==> src/rtl/stream_demux.sv <==
`default_nettype none
// ============================================================================
// Module      : stream_demux
// Description : 1-to-2 valid/ready word demultiplexer. Each accepted word is
//               steered by s_sel into one of two per-port FIFOs so a stalled
//               consumer never blocks the other port. Per-port pop counters
//               are exposed for debug/performance observation.
// Revision    : 1.0 - initial release
// ============================================================================
module stream_demux #(
    parameter int WIDTH = 32,  // data word width
    parameter int DEPTH = 2,   // entries per output FIFO, power of 2, >= 2
    parameter int CNT_W = 16   // width of the per-port delivered-word counters
) (
    input  logic             clk,
    input  logic             rst_n,
    input  logic             s_valid,
    output logic             s_ready,
    input  logic             s_sel,
    input  logic [WIDTH-1:0] s_data,
    output logic             m0_valid,
    input  logic             m0_ready,
    output logic [WIDTH-1:0] m0_data,
    output logic             m1_valid,
    input  logic             m1_ready,
    output logic [WIDTH-1:0] m1_data,
    output logic [CNT_W-1:0] cnt0,
    output logic [CNT_W-1:0] cnt1
);

    // Address bits into a FIFO and pointer width (one extra wrap bit).
    localparam int AW = $clog2(DEPTH);
    localparam int PW = AW + 1;

    logic                   ready_en_q;
    logic                   ready_en_d;
    logic [1:0]             w_push;
    logic [1:0]             w_pop;
    logic [1:0]             w_full;
    logic [1:0]             w_empty;
    logic [1:0]             w_m_ready;
    logic [1:0][WIDTH-1:0]  w_head;
    logic [1:0][CNT_W-1:0]  w_cnt;

    // Input acceptance is held off until the first clock edge after reset is
    // released, so s_ready is low throughout reset and during the release cycle.
    always_comb begin
        ready_en_d = 1'b1;
    end

    // Reset-qualified enable flop for the input handshake.
    always_ff @(posedge clk or negedge rst_n) begin
        if (!rst_n) begin
            ready_en_q <= 1'b0;
        end else begin
            ready_en_q <= ready_en_d;
        end
    end

    // Ready depends only on the registered full flag of the addressed FIFO;
    // a pop in the same cycle deliberately does not open a slot.
    assign s_ready   = ready_en_q & ~(s_sel ? w_full[1] : w_full[0]);
    assign w_m_ready = {m1_ready, m0_ready};

    genvar p;
    generate
        for (p = 0; p < 2; p++) begin : g_port
            localparam logic PORT_SEL = (p == 1);

            logic [PW-1:0]    wr_ptr_q;
            logic [PW-1:0]    wr_ptr_d;
            logic [PW-1:0]    rd_ptr_q;
            logic [PW-1:0]    rd_ptr_d;
            logic [CNT_W-1:0] cnt_q;
            logic [CNT_W-1:0] cnt_d;
            logic [WIDTH-1:0] mem_q [DEPTH];
            logic [WIDTH-1:0] mem_d [DEPTH];

            // Wrap-bit pointer compare: equal means empty, equal index with
            // differing wrap bit means full.
            assign w_empty[p] = (wr_ptr_q == rd_ptr_q);
            assign w_full[p]  = (wr_ptr_q[AW] != rd_ptr_q[AW]) &&
                                (wr_ptr_q[AW-1:0] == rd_ptr_q[AW-1:0]);

            assign w_push[p]  = s_valid & s_ready & (s_sel == PORT_SEL);
            assign w_pop[p]   = ~w_empty[p] & w_m_ready[p];

            // Head word is forced to zero while the FIFO is empty.
            assign w_head[p]  = w_empty[p] ? '0 : mem_q[rd_ptr_q[AW-1:0]];
            assign w_cnt[p]   = cnt_q;

            // Next-state for storage, pointers and the pop counter.
            always_comb begin
                wr_ptr_d = wr_ptr_q;
                rd_ptr_d = rd_ptr_q;
                cnt_d    = cnt_q;
                mem_d    = mem_q;
                if (w_push[p]) begin
                    mem_d[wr_ptr_q[AW-1:0]] = s_data;
                    wr_ptr_d                = wr_ptr_q + PW'(1);
                end
                if (w_pop[p]) begin
                    rd_ptr_d = rd_ptr_q + PW'(1);
                    cnt_d    = cnt_q + CNT_W'(1);
                end
            end

            // Pointer and counter registers; clearing the pointers discards
            // any words still held in storage.
            always_ff @(posedge clk or negedge rst_n) begin
                if (!rst_n) begin
                    wr_ptr_q <= '0;
                    rd_ptr_q <= '0;
                    cnt_q    <= '0;
                end else begin
                    wr_ptr_q <= wr_ptr_d;
                    rd_ptr_q <= rd_ptr_d;
                    cnt_q    <= cnt_d;
                end
            end

            // Storage needs no reset: its contents are masked while empty.
            always_ff @(posedge clk) begin
                mem_q <= mem_d;
            end
        end
    endgenerate

    assign m0_valid = ~w_empty[0];
    assign m1_valid = ~w_empty[1];
    assign m0_data  = w_head[0];
    assign m1_data  = w_head[1];
    assign cnt0     = w_cnt[0];
    assign cnt1     = w_cnt[1];

endmodule
`default_nettype wire
==> config.mk <==
export PLATFORM = sky130hd
export DESIGN_NAME = stream_demux
export DESIGN_NICKNAME = d
export VERILOG_FILES = /design/src/rtl/stream_demux.sv
export SDC_FILE = /design/constraint.sdc
export NUM_CORES = 1
export LEC_CHECK = 0
export CAP_MARGIN = 20
export CORE_MARGIN = 2
export CORE_UTILIZATION = 50
export DETAILED_ROUTE_END_ITERATION = 12
export GPL_TIMING_DRIVEN = 0
export PLACE_DENSITY = 0.84
export SLEW_MARGIN = 20
export SYNTH_ARGS = -nofsm -noshare
export SYNTH_HDL_FRONTEND = slang
export SYNTH_SLANG_ARGS = --single-unit
==> constraint.sdc <==
create_clock -name clk -period 6 [get_ports clk]
set_input_delay 1.2 -clock clk [delete_from_list [all_inputs] [get_ports clk]]
set_output_delay 1.2 -clock clk [all_outputs]
set_load 0.05 [all_outputs]
Yosys cells after proc, flatten, opt, wreduce, memory -nomap -nowiden
Cells that the tools add are included.
- word-level logic and storage cells: 62
- output and inout port bits: 99
- flip-flop bits (word level): 169
- add/subtract/negate cells: 6
- equality and inequality tests: 6
- reductions and logical operators: 4
- multiplexer cells: 15
- order comparisons: 6
- bitwise gates (word level): 14
- operators with widths (kind ; count):
    two-way mux 32 bit ; 10
    bitwise mux 64 bit ; 2
    demux 32 bit (select 1 bit) ; 2
    adder 16 x 1 -> 16 bit (second input constant) ; 2
    adder 2 x 1 -> 2 bit (second input constant) ; 4
    greater-or-equal comparator 2 bit (second input constant) ; 4
    NOT 1 -> 2 bit ; 4
    AND 1 bit ; 6
    == test 2 bit ; 2
    logical AND 1 bit ; 4
    < comparator 2 x 1 -> 1 bit (second input constant) ; 2
    NOT 1 bit ; 4
    == test 1 bit ; 2
    inequality test 1 bit ; 2
    two-way mux 1 bit ; 1

Longest topological paths before layout
Gate-level depths: netlist of the first run.
- depth after elaboration: 7
- depth in mapped cells: 7
- mapped depth without buffers: 5

Least setup slack after synthesis of the first run
OpenSTA, ideal clock, no wires.
- path type: input-to-reg
- start: input s_sel
- end: register g_port[0].mem_q[32] (netlist name), enable pin
- stages on the path: 1
- path buffers: 0
- path slack: 1082 ps
- data arrival time: 4413 ps
- required time: 5495 ps
- cells stage by stage: nor4_1
- cells in the longest elaborated chain, start to end: 5
- elaborated cells between the ends (all ways): 6
- those cells by class: 1 x mux; 5 x bitwise
- ends and longest elaborated chain (item ; RTL line ; RTL):
    start: declaration ; 19 ; input logic s_sel,
    two-way mux 1 bit ; 62 ; assign s_ready = ready_en_q & ~(s_sel ? w_full[1] : w_full[0]);
    NOT 1 bit ; 62 ;
    AND 1 bit ; 62 ;
    AND 1 bit ; 85 ; assign w_push[p] = s_valid & s_ready & (s_sel == PORT_SEL);
    AND 1 bit * ; 85 ;
    end signal: assignment ; 124 ; mem_q <= mem_d;
    end: declaration ; 76 ; logic [WIDTH-1:0] mem_q [DEPTH];
Every way passes the cells marked *; elsewhere a longest branch is shown, timed or not.
A chain may end at the register's enable or synchronous reset.

Worst setup path after layout of the first run
- start: input s_sel
- end: output s_ready
- cells in the longest elaborated chain, start to end: 3
- ends and longest elaborated chain (item ; RTL line ; RTL):
    two-way mux 1 bit ; 62 ;
    NOT 1 bit ; 62 ;
    AND 1 bit ; 62 ;
    end: declaration ; 18 ; output logic s_ready,
Every way passes these cells.

==> summary.md, run 1 <==
| Metric | Value |
|---|---|
| Hold Buf Count CTS | `0` |
| Post_cts resized | `0` |
| Worst Tran Pin Value | `0.869 ns` |
| # H-tree levels | `4` |
| Remaining Overflow, GRT | `0` |
| Fmax achieved | `231 MHz` |
| Data required time of the worst path | `4.80 ns` |
| Post-synth cell types | `36` |
| Synth Cell Area | `6710 µm²` |
| Worst setup path endpoint | `s_ready` |
| Crit path DAT | `3.13 ns` |
| Final period util | `72.2%` |
| Hold Crit Class | `reg -> reg` |
| Dpl ws | `1.74 ns` |
| Critical path endpoint category | `primary output` |
| Setup bufs post-CTS | `0` |
| Number of I/O pins | `137` |
| Worst flop-to-flop path endpoint | `g_port[0].mem_q[25]$_DFFE_PP_` |
| Ys Warns | `0` |
| CORE AREA | `13200 µm²` |
| Syn_area_per_cell | `15.4 µm²` |
| DR vias/cell | `5.17` |
| DR pass1 iterations | `4` |
| Clock skew | `0.0105 ns` |
| RSZ-0062 raised after global routing | `false` |
| DR vias | `4094` |
| Die ar. | `14400 µm²` |
| Crit path launch | `s_sel` |
| CTS root buffer | `clkbuf_16` |
| EDFF count, synth | `128` |
| Skew-Pair Late Insertion Delay | `0.43 ns` |
| HPWL Detailed | `9.80 mm` |
| Max-slew headroom | `42.0%` |
| IO buf count | `136` |
| Post-Syn Instances | `437` |
| Die Wd | `120 µm` |
| Avg WL per Cell | `18.1 µm` |
| First-pass GRT wire length | `22.5 mm` |
| Final nets | `644` |
| Initial antenna violation count | `0` |
| Chip height | `120 µm` |
| Routed wire length | `14.3 mm` |
| DRT iter0 DRCs | `255` |
| Vias in the first global route | `4275` |
| Layout cells sized above 1 | `9.58%` |
| GPL Wtd Cong | `0.780` |
| Register bit count reported by yosys | `169` |
| TritonCTS clock tree | `done` |
| Most common cell after layout, fill and taps aside | `clkdlybuf4s50_1` |
| Area growth, synth to finish | `34.8%` |
| Most frequent cells in the layout | `clkdlybuf4s50_1, edfxtp_1, nor2_1` |
| ANT cells | `0` |
| CTS clock-pin slew for the worst setup and hold paths | `0.06 ns` |
| Antenna viol nets, final | `0` |
| Worst setup margin | `1.67 ns` |
| Number of remaining DRC errors | `0` |
| Endpoints failing setup | `0` |
| Pin count of the biggest net entering global routing | `27` |
| FF-to-FF Start | `g_port[0].rd_ptr_q[0]$_DFFE_PN0P_` |
| Row count | `42` |
| Pins Over Slew Limit | `0` |
| Max_cap viols | `0` |
| Number of CTS-inserted buffers | `17` |
| Top FF cell, synth | `edfxtp_1` |
| Worst Path Class, Setup | `in -> out` |
| Ys async rst share | `24.3%` |
| Final worst path period need | `4.33 ns` |
| Reg2Reg Depth | `5` |
| Status | `finished, final reports clean` |
| CP Launch Type | `input pin` |
| Reg-to-reg slack, setup | `3.63 ns` |
| Initial Util | `50.9%` |
| CTS Sinks | `169` |
| GRT Total Usage | `20.9%` |
| Final hold vios | `0` |
| Worst-path fanout max | `7` |
| Post-synthesis sequential area ratio | `72.6%` |
| Syn nets | `477` |
| FILL cells | `877` |
| Maximum clock insertion buffer count | `2` |
[critical path: stages]
cell             delay [ns]
clkdlybuf4s50_1        0.58
nor3b_2                0.48
nor2_1                 0.15
clkdlybuf4s50_1        0.72
[how the worst min path moves through the flow]
stage                                                 start                           endpoint  depth (start not counted)
after floorplan           g_port[0].wr_ptr_q[1]$_DFFE_PN0P_  g_port[0].wr_ptr_q[1]$_DFFE_PN0P_                          1
after global placement                 cnt1[15]$_DFFE_PN0P_               cnt1[15]$_DFFE_PN0P_                          1
after detailed placement               cnt1[15]$_DFFE_PN0P_               cnt1[15]$_DFFE_PN0P_                          1
after CTS                              cnt1[15]$_DFFE_PN0P_               cnt1[15]$_DFFE_PN0P_                          1
after global routing                   cnt1[15]$_DFFE_PN0P_               cnt1[15]$_DFFE_PN0P_                          1
final                                  cnt1[15]$_DFFE_PN0P_               cnt1[15]$_DFFE_PN0P_                          1
[cells by family after synthesis]
kind of cell	after synthesis	synth area share, %
AO/OA/AOI/OAI	4	0.653
adder cells (fa/ha/maj)	2	0.373
flip-flops	169	72.6
XOR/XNOR	44	5.97
AND/OR/NAND/NOR	127	8.99
other	1	0.0559
multiplexers	66	9.88
buffers and inverters	24	1.49
[layout make-up]
cell class | count | area, µm² | area share [%]
plain buffers | 17 | 73.8 | 0.816
clock buffers | 20 | 437 | 4.83
clock inverters | 11 | 170 | 1.88
inverters | 7 | 26.3 | 0.290
multi-input cells | 244 | 1760 | 19.5
flip-flops and latches | 169 | 4870 | 53.8
well taps | 176 | 220 | 2.43
repair buffers | 148 | 1490 | 16.4
[metrics by stage]
stage / TNS, ns / hold slack (ns) / instances / utilization, % / instance area (µm²)
after floorplan: 0 / 0.462 / 437 / - / 6710
after global placement: -60.73 / 0.459 / 749 / 62.9 / 8290
after detailed placement: 0 / 0.471 / 761 / 64.0 / 8440
after CTS: 0 / 0.483 / 792 / 68.6 / 9040
after global routing: 0 / 0.496 / 792 / 68.6 / 9040
final: 0 / 0.472 / 792 / 68.6 / 9040
[Yosys cell counts (4+ instances only)]
master / instances / area [µm²]
edfxtp_1: 128 / 3840
nor2_1: 71 / 267
mux2i_1: 64 / 641
dfrtp_1: 41 / 1030
xnor2_1: 32 / 280
nand2_1: 16 / 60.1
nand3_1: 12 / 60.1
clkbuf_1: 11 / 41.3
xor2_1: 10 / 87.6
nand4_1: 8 / 50.1
inv_1: 5 / 18.8
and3_1: 4 / 25.0
nor3_1: 4 / 20.0
[state kept, by name, summed over array words and instances, names as in the netlist]
register         flops
cnt1                16
g_port.wr_ptr_q      4
ready_en_q           1
g_port.rd_ptr_q      4
g_port.mem_q       128
cnt0                16
[metal layers]
layer	global-route usage (%)	wire length (µm)
met1	26.2	5910
met2	34.5	7150
met3	6.13	999
met4	8.09	255
met5	0	0
Power of run 1 is not shown: default switching activity piles up to over one toggle a cycle in this logic, so the estimate is an artifact.
==> run 2: changes to the inputs <==
==> constraint.sdc (replaced) <==
create_clock -name clk -period 4.1 [get_ports clk]
set_input_delay 0.82 -clock clk [delete_from_list [all_inputs] [get_ports clk]]
set_output_delay 0.82 -clock clk [all_outputs]
set_load 0.05 [all_outputs]
==> run 2 against run 1 <==
Net effect:
- setup slack got worse by 1.3 ns
- clock-buffer cell count fell by 1
- highest routed layer unchanged
- critical path type is now reg -> out
- first-iteration DRC count rose by 10%
==> summary.md, run 2 (synthesis results as in run 1) <==
| Metric | Value |
|---|---|
| Status | `finished, final reports clean` |
| GPL Wtd Cong | `0.769 (-1.4%)` |
| Row count | `42 (unchanged)` |
| CORE AREA | `13200 µm² (unchanged)` |
| DR vias | `4134 (+0.98%)` |
| Maximum clock insertion buffer count | `2 (unchanged)` |
| Most common cell after layout, fill and taps aside | `clkdlybuf4s50_1` |
| Initial Util | `50.9% (unchanged)` |
| Area growth, synth to finish | `34.7% (about the same)` |
| Routed wire length | `14.6 mm (+2.2%)` |
| Setup bufs post-CTS | `0 (unchanged)` |
| First-pass GRT wire length | `23.1 mm (+2.6%)` |
| TritonCTS clock tree | `done` |
| Final hold vios | `0 (unchanged)` |
| Final nets | `643 (-0.16%)` |
| GRT Total Usage | `21.4% (+0.50 points)` |
| Crit path cell chain | `buf_4, xnor2_1, and2_1, buf_2, clkbuf_1, nor2_1, clkdlybuf4s50_1` |
| DR pass1 iterations | `5 (+1)` |
| Crit path DAT | `2.96 ns (-0.17 ns)` |
| HPWL Detailed | `9.93 mm (+1.3%)` |
| Final instance area | `9040 µm² (about the same)` |
| Die ar. | `14400 µm² (unchanged)` |
| Instance count on the critical path | `7 (+3)` |
| DR vias/cell | `5.22 (+0.98%)` |
| Dpl ws | `0.468 ns (-1.27 ns)` |
| Chip height | `120 µm (unchanged)` |
| Final period util | `92.1%` |
| Slowest stage delay, CP | `0.74 ns (+0.02 ns)` |
| Placed insts | `760 (-0.13%)` |
| Die Wd | `120 µm (unchanged)` |
| CP Launch Type | `flip-flop` |
| # H-tree levels | `4 (unchanged)` |
| Worst Path Buf+Inv | `4 (+2)` |
| RSZ-0062 raised after global routing | `false` |
| Max-slew headroom | `42.5% (+0.44 points)` |
| Clock skew | `0.00789 ns (-0.00265 ns)` |
| Pin count of the biggest net entering global routing | `27 (unchanged)` |
| Post_cts resized | `0 (unchanged)` |
| Endpoints failing setup | `0 (unchanged)` |
| Antenna viol nets, final | `0 (unchanged)` |
| Max reg flops | `128 (unchanged)` |
| CTS Sinks | `169 (unchanged)` |
| Remaining Overflow, GRT | `0 (unchanged)` |
| Worst Path Class, Setup | `reg -> out` |
| Number of CTS-inserted buffers | `17 (unchanged)` |
| Initial antenna violation count | `0 (unchanged)` |
| Slowest cell on crit path | `clkdlybuf4s50_1` |
| Max_cap viols | `0 (unchanged)` |
| ANT cells | `0 (unchanged)` |
| Layout cells sized above 1 | `9.74% (+0.16 points)` |
| Worst setup margin | `0.322 ns (-1.35 ns)` |
| Top reg by flops | `g_port.mem_q` |
| IO buf count | `136 (unchanged)` |
| Reg2Reg Depth | `7 (+2)` |
| CP top delay family | `buffers and inverters` |
| Data required time of the worst path | `3.28 ns (-1.52 ns)` |
| Final worst path period need | `3.78 ns` |
| Worst Tran Pin Value | `0.863 ns (-0.00656 ns)` |
| Critical path endpoint category | `primary output` |
| Vias in the first global route | `4340 (+1.5%)` |
| CTS clock-pin slew for the worst setup and hold paths | `0.06 ns (about the same)` |
| Skew-Pair Late Insertion Delay | `0.42 ns (about the same)` |
| Worst hold slack | `0.364 ns (-0.108 ns)` |
| Most frequent cells in the layout | `clkdlybuf4s50_1, edfxtp_1, nor2_1` |
| Avg WL per Cell | `18.5 µm (+2.2%)` |
| CTS root buffer | `clkbuf_16` |
| Layout Cells excl Fill | `792 (unchanged)` |
| Placed cell area | `8480 µm² (+0.52%)` |
| Hold Buf Count CTS | `0 (unchanged)` |
| Hold Crit Class | `in -> async` |
| Pins Over Slew Limit | `0 (unchanged)` |
| Fmax achieved | `265 MHz` |
| DRT iter0 DRCs | `281 (+10%)` |
| FILL cells | `903 (+3.0%)` |
| Worst-path fanout max | `10 (+3)` |
| Number of remaining DRC errors | `0 (unchanged)` |
| Number of I/O pins | `137 (unchanged)` |
[run 2: metrics by stage]
stage               utilization, %  setup TNS (ns)
floorplan                        -               0
global placement              62.9         -102.18
CTS                           68.5               0
finish                        68.5               0
global route                  68.5               0
detailed placement            64.3               0
[run 2: worst reg2reg max path, stage by stage (launching register included)]
cell	delay [ns]
dfrtp_1	0.35
buf_4	0.18
xnor2_1	0.18
nor3b_2	0.23
nor4b_4	0.52
buf_6	0.23
buf_6	0.16
buf_6	0.15
[run 2: metal layers]
layer	vias to the layer above	wire length (µm)	part of all wire, %	GRT usage (%)
li1	1900	-	-	-
met1	2045	5940	41	26.9
met2	168	7410	51	36.0
met3	21	1090	7.4	5.99
met4	0	197	1.3	7.21
met5	-	0	0	0
[run 2: area by class of cell]
cell class | instances | area [µm²] | share of cell area (%)
Clock inverter | 13 | 121 | 1.34
Tap cell | 176 | 220 | 2.44
Multi-Input combinational cell | 244 | 1770 | 19.6
Clock buffer | 19 | 433 | 4.79
Sequential cell | 169 | 4870 | 53.9
Timing Repair Buffer | 147 | 1520 | 16.8
Inverter | 7 | 26.3 | 0.291
Buffer | 17 | 73.8 | 0.817
[run 2: path summary, 6_finish.rpt]
kind,startpoint,endpoint,slack [ns]
min in group clk,cnt1[15]$_DFFE_PN0P_,cnt1[15]$_DFFE_PN0P_,0.48
setup / recovery,g_port[0].rd_ptr_q[0]$_DFFE_PN0P_,m0_data[7],0.32
setup reg to reg,g_port[0].rd_ptr_q[0]$_DFFE_PN0P_,g_port[0].mem_q[6]$_DFFE_PP_,1.82
max in group asynchronous,rst_n,g_port[0].rd_ptr_q[1]$_DFFE_PN0P_,3.26
hold reg to reg,cnt1[15]$_DFFE_PN0P_,cnt1[15]$_DFFE_PN0P_,0.48
hold / removal,rst_n,cnt1[8]$_DFFE_PN0P_,0.36
Power of run 2 is left out for the same reason.
==> run 3: changes to the inputs <==
--- a/config.mk
+++ b/config.mk
@@ -8,8 +8,8 @@
 export CAP_MARGIN = 20
 export CORE_MARGIN = 2
 export CORE_UTILIZATION = 50
+export CTS_CLUSTER_SIZE = 28
 export DETAILED_ROUTE_END_ITERATION = 12
-export GPL_TIMING_DRIVEN = 0
 export PLACE_DENSITY = 0.84
 export SLEW_MARGIN = 20
 export SYNTH_ARGS = -nofsm -noshare
==> run 3 against run 2 <==
Net effect:
- wire length decreased by 7.4%
- fmax is 4.7% higher
- first-iteration DRC count shrank 22%
- clock-buffer cell count down 2
- die area stayed put
- cell count decreased by 2.8%
- register-to-register slack worse by 0.10 ns
- highest routed layer unchanged
==> summary.md, run 3 (synthesis results as in run 1) <==
| Metric | Value |
|---|---|
| Initial antenna violation count | `0 (unchanged)` |
| Final hold vios | `0 (unchanged)` |
| Die ar. | `14400 µm² (unchanged)` |
| Number of I/O pins | `137 (unchanged)` |
| Avg WL per Cell | `17.6 µm (-4.7%)` |
| First-pass GRT wire length | `21.3 mm (-7.9%)` |
| Crit path DAT | `2.79 ns (-0.17 ns)` |
| Max reg flops | `128 (unchanged)` |
| GRT Total Usage | `19.9% (-1.5 points)` |
| CTS root buffer | `clkbuf_16` |
| Pin count of the biggest net entering global routing | `42 (+56%)` |
| TritonCTS clock tree | `done` |
| Number of remaining DRC errors | `0 (unchanged)` |
| Skew-Pair Late Insertion Delay | `0.43 ns (about the same)` |
| Pins Over Slew Limit | `0 (unchanged)` |
| FILL cells | `897 (-0.66%)` |
| Clock skew | `0.0111 ns (+0.00324 ns)` |
| Initial Util | `50.9% (unchanged)` |
| DR vias | `3993 (-3.4%)` |
| IO buf count | `136 (unchanged)` |
| Remaining Overflow, GRT | `0 (unchanged)` |
| Register Area | `4870 µm² (about the same)` |
| Fmax achieved | `277 MHz (+4.7%)` |
| Hold Crit Class | `reg -> reg` |
| CTS clock-pin slew for the worst setup and hold paths | `0.06 ns (about the same)` |
| Critical path endpoint category | `primary output` |
| Post_cts resized | `0 (unchanged)` |
| Most common cell after layout, fill and taps aside | `clkdlybuf4s50_1` |
| Hold Buf Count CTS | `0 (unchanged)` |
| CP Launch Type | `flip-flop` |
| Chip height | `120 µm (unchanged)` |
| Final period util | `88.0% (-4.1 points)` |
| DR vias/cell | `5.19 (-0.65%)` |
| Fin Setup TNS | `0 ns (unchanged)` |
| HPWL Detailed | `8.50 mm (-14%)` |
| Setup bufs post-CTS | `0 (unchanged)` |
| Final nets | `623 (-3.1%)` |
| DR pass1 iterations | `4 (-1)` |
| Worst Path Class, Setup | `reg -> out` |
| Routed wire length | `13.6 mm (-7.4%)` |
| ANT cells | `0 (unchanged)` |
| Area of the multi-input gates | `1780 µm² (+0.28%)` |
| CTS Sinks | `169 (unchanged)` |
| Data required time of the worst path | `3.28 ns (about the same)` |
| Most frequent cells in the layout | `clkdlybuf4s50_1, edfxtp_1, nor2_1` |
| # H-tree levels | `4 (unchanged)` |
| Worst-path fanout max | `22 (+12)` |
| Antenna viol nets, final | `0 (unchanged)` |
| RSZ-0062 raised after global routing | `false` |
| Final worst path period need | `3.61 ns (-0.170 ns)` |
| Area growth, synth to finish | `32.8%` |
| Layout cells sized above 1 | `9.43% (-0.31 points)` |
| DRT iter0 DRCs | `218 (-22%)` |
| Max_cap viols | `0 (unchanged)` |
| Max-slew headroom | `40.5% (-1.9 points)` |
| Endpoints failing setup | `0 (unchanged)` |
| Worst Tran Pin Value | `0.892 ns (+0.0289 ns)` |
| Number of CTS-inserted buffers | `17 (unchanged)` |
| CORE AREA | `13200 µm² (unchanged)` |
| Vias in the first global route | `4036 (-7.0%)` |
| Maximum clock insertion buffer count | `2 (unchanged)` |
| Row count | `42 (unchanged)` |
| Status | `finished, final reports clean` |
| Die Wd | `120 µm (unchanged)` |
| Top reg by flops | `g_port.mem_q` |
| GPL Wtd Cong | `0.773 (+0.55%)` |
==> run 3: cell count changes in the layout (fill, tap and decap cells not counted), sizes merged <==
cell,before,now
clkinvlp,4,2
bufinv,1,4
inv,10,8
buf,17,10
clkbuf,31,17
clkdlybuf4s50,135,134
clkinv,5,6
==> run 3: cell type report <==
type                       count  area share (%)
timing repair buffer         144            15.9
clock inverter                13            1.99
multi-input combinational    244            19.9
tap                          176            2.47
clock buffer                  17            4.77
sequential                   169            54.7
inverter                       7           0.295
==> run 3: path summary, 6_finish.rpt <==
check | start | end | slack, ns | cells past startpoint
min in group asynchronous | rst_n | cnt1[15]$_DFFE_PN0P_ | 0.52 | 1
max in group asynchronous | rst_n | g_port[0].rd_ptr_q[0]$_DFFE_PN0P_ | 2.96 | 1
max reg2reg | g_port[1].rd_ptr_q[0]$_DFFE_PN0P_ | g_port[1].mem_q[44]$_DFFE_PP_ | 1.72 | 6
min | cnt1[15]$_DFFE_PN0P_ | cnt1[15]$_DFFE_PN0P_ | 0.46 | 1
max | g_port[1].wr_ptr_q[0]$_DFFE_PN0P_ | m1_data[3] | 0.49 | 5
min reg2reg | cnt1[15]$_DFFE_PN0P_ | cnt1[15]$_DFFE_PN0P_ | 0.46 | 1
==> run 3: layer usage <==
metal | share of wire, % | GRT usage, %
met1 | 43 | 26.3
met2 | 48 | 31.5
met3 | 7.1 | 6.56
met4 | 1.5 | 6.32
met5 | 0 | 0
==> run 3: stage by stage <==
step / instances / worst slack [ns] / utilization [%] / hold slack (ns) / area (µm²)
finish: 770 / 0.492 / 67.6 / 0.463 / 8910
global route: 770 / 0.358 / 67.6 / 0.477 / 8910
CTS: 770 / 0.446 / 67.6 / 0.470 / 8910
detailed placement: 740 / 0.500 / 63.0 / 0.460 / 8310
global placement: 740 / 0.565 / 63.0 / 0.454 / 8310
floorplan: 437 / 0.820 / - / 0.462 / 6720
==> run 3: critical path: stages (launching register included) <==
cell and delay, ns:
dfrtp_1 0.49, xor2_2 0.23, nor2_4 0.55, buf_4 0.31, nor2_1 0.07, clkdlybuf4s50_1 0.70
Power of run 3 is left out for the same reason.
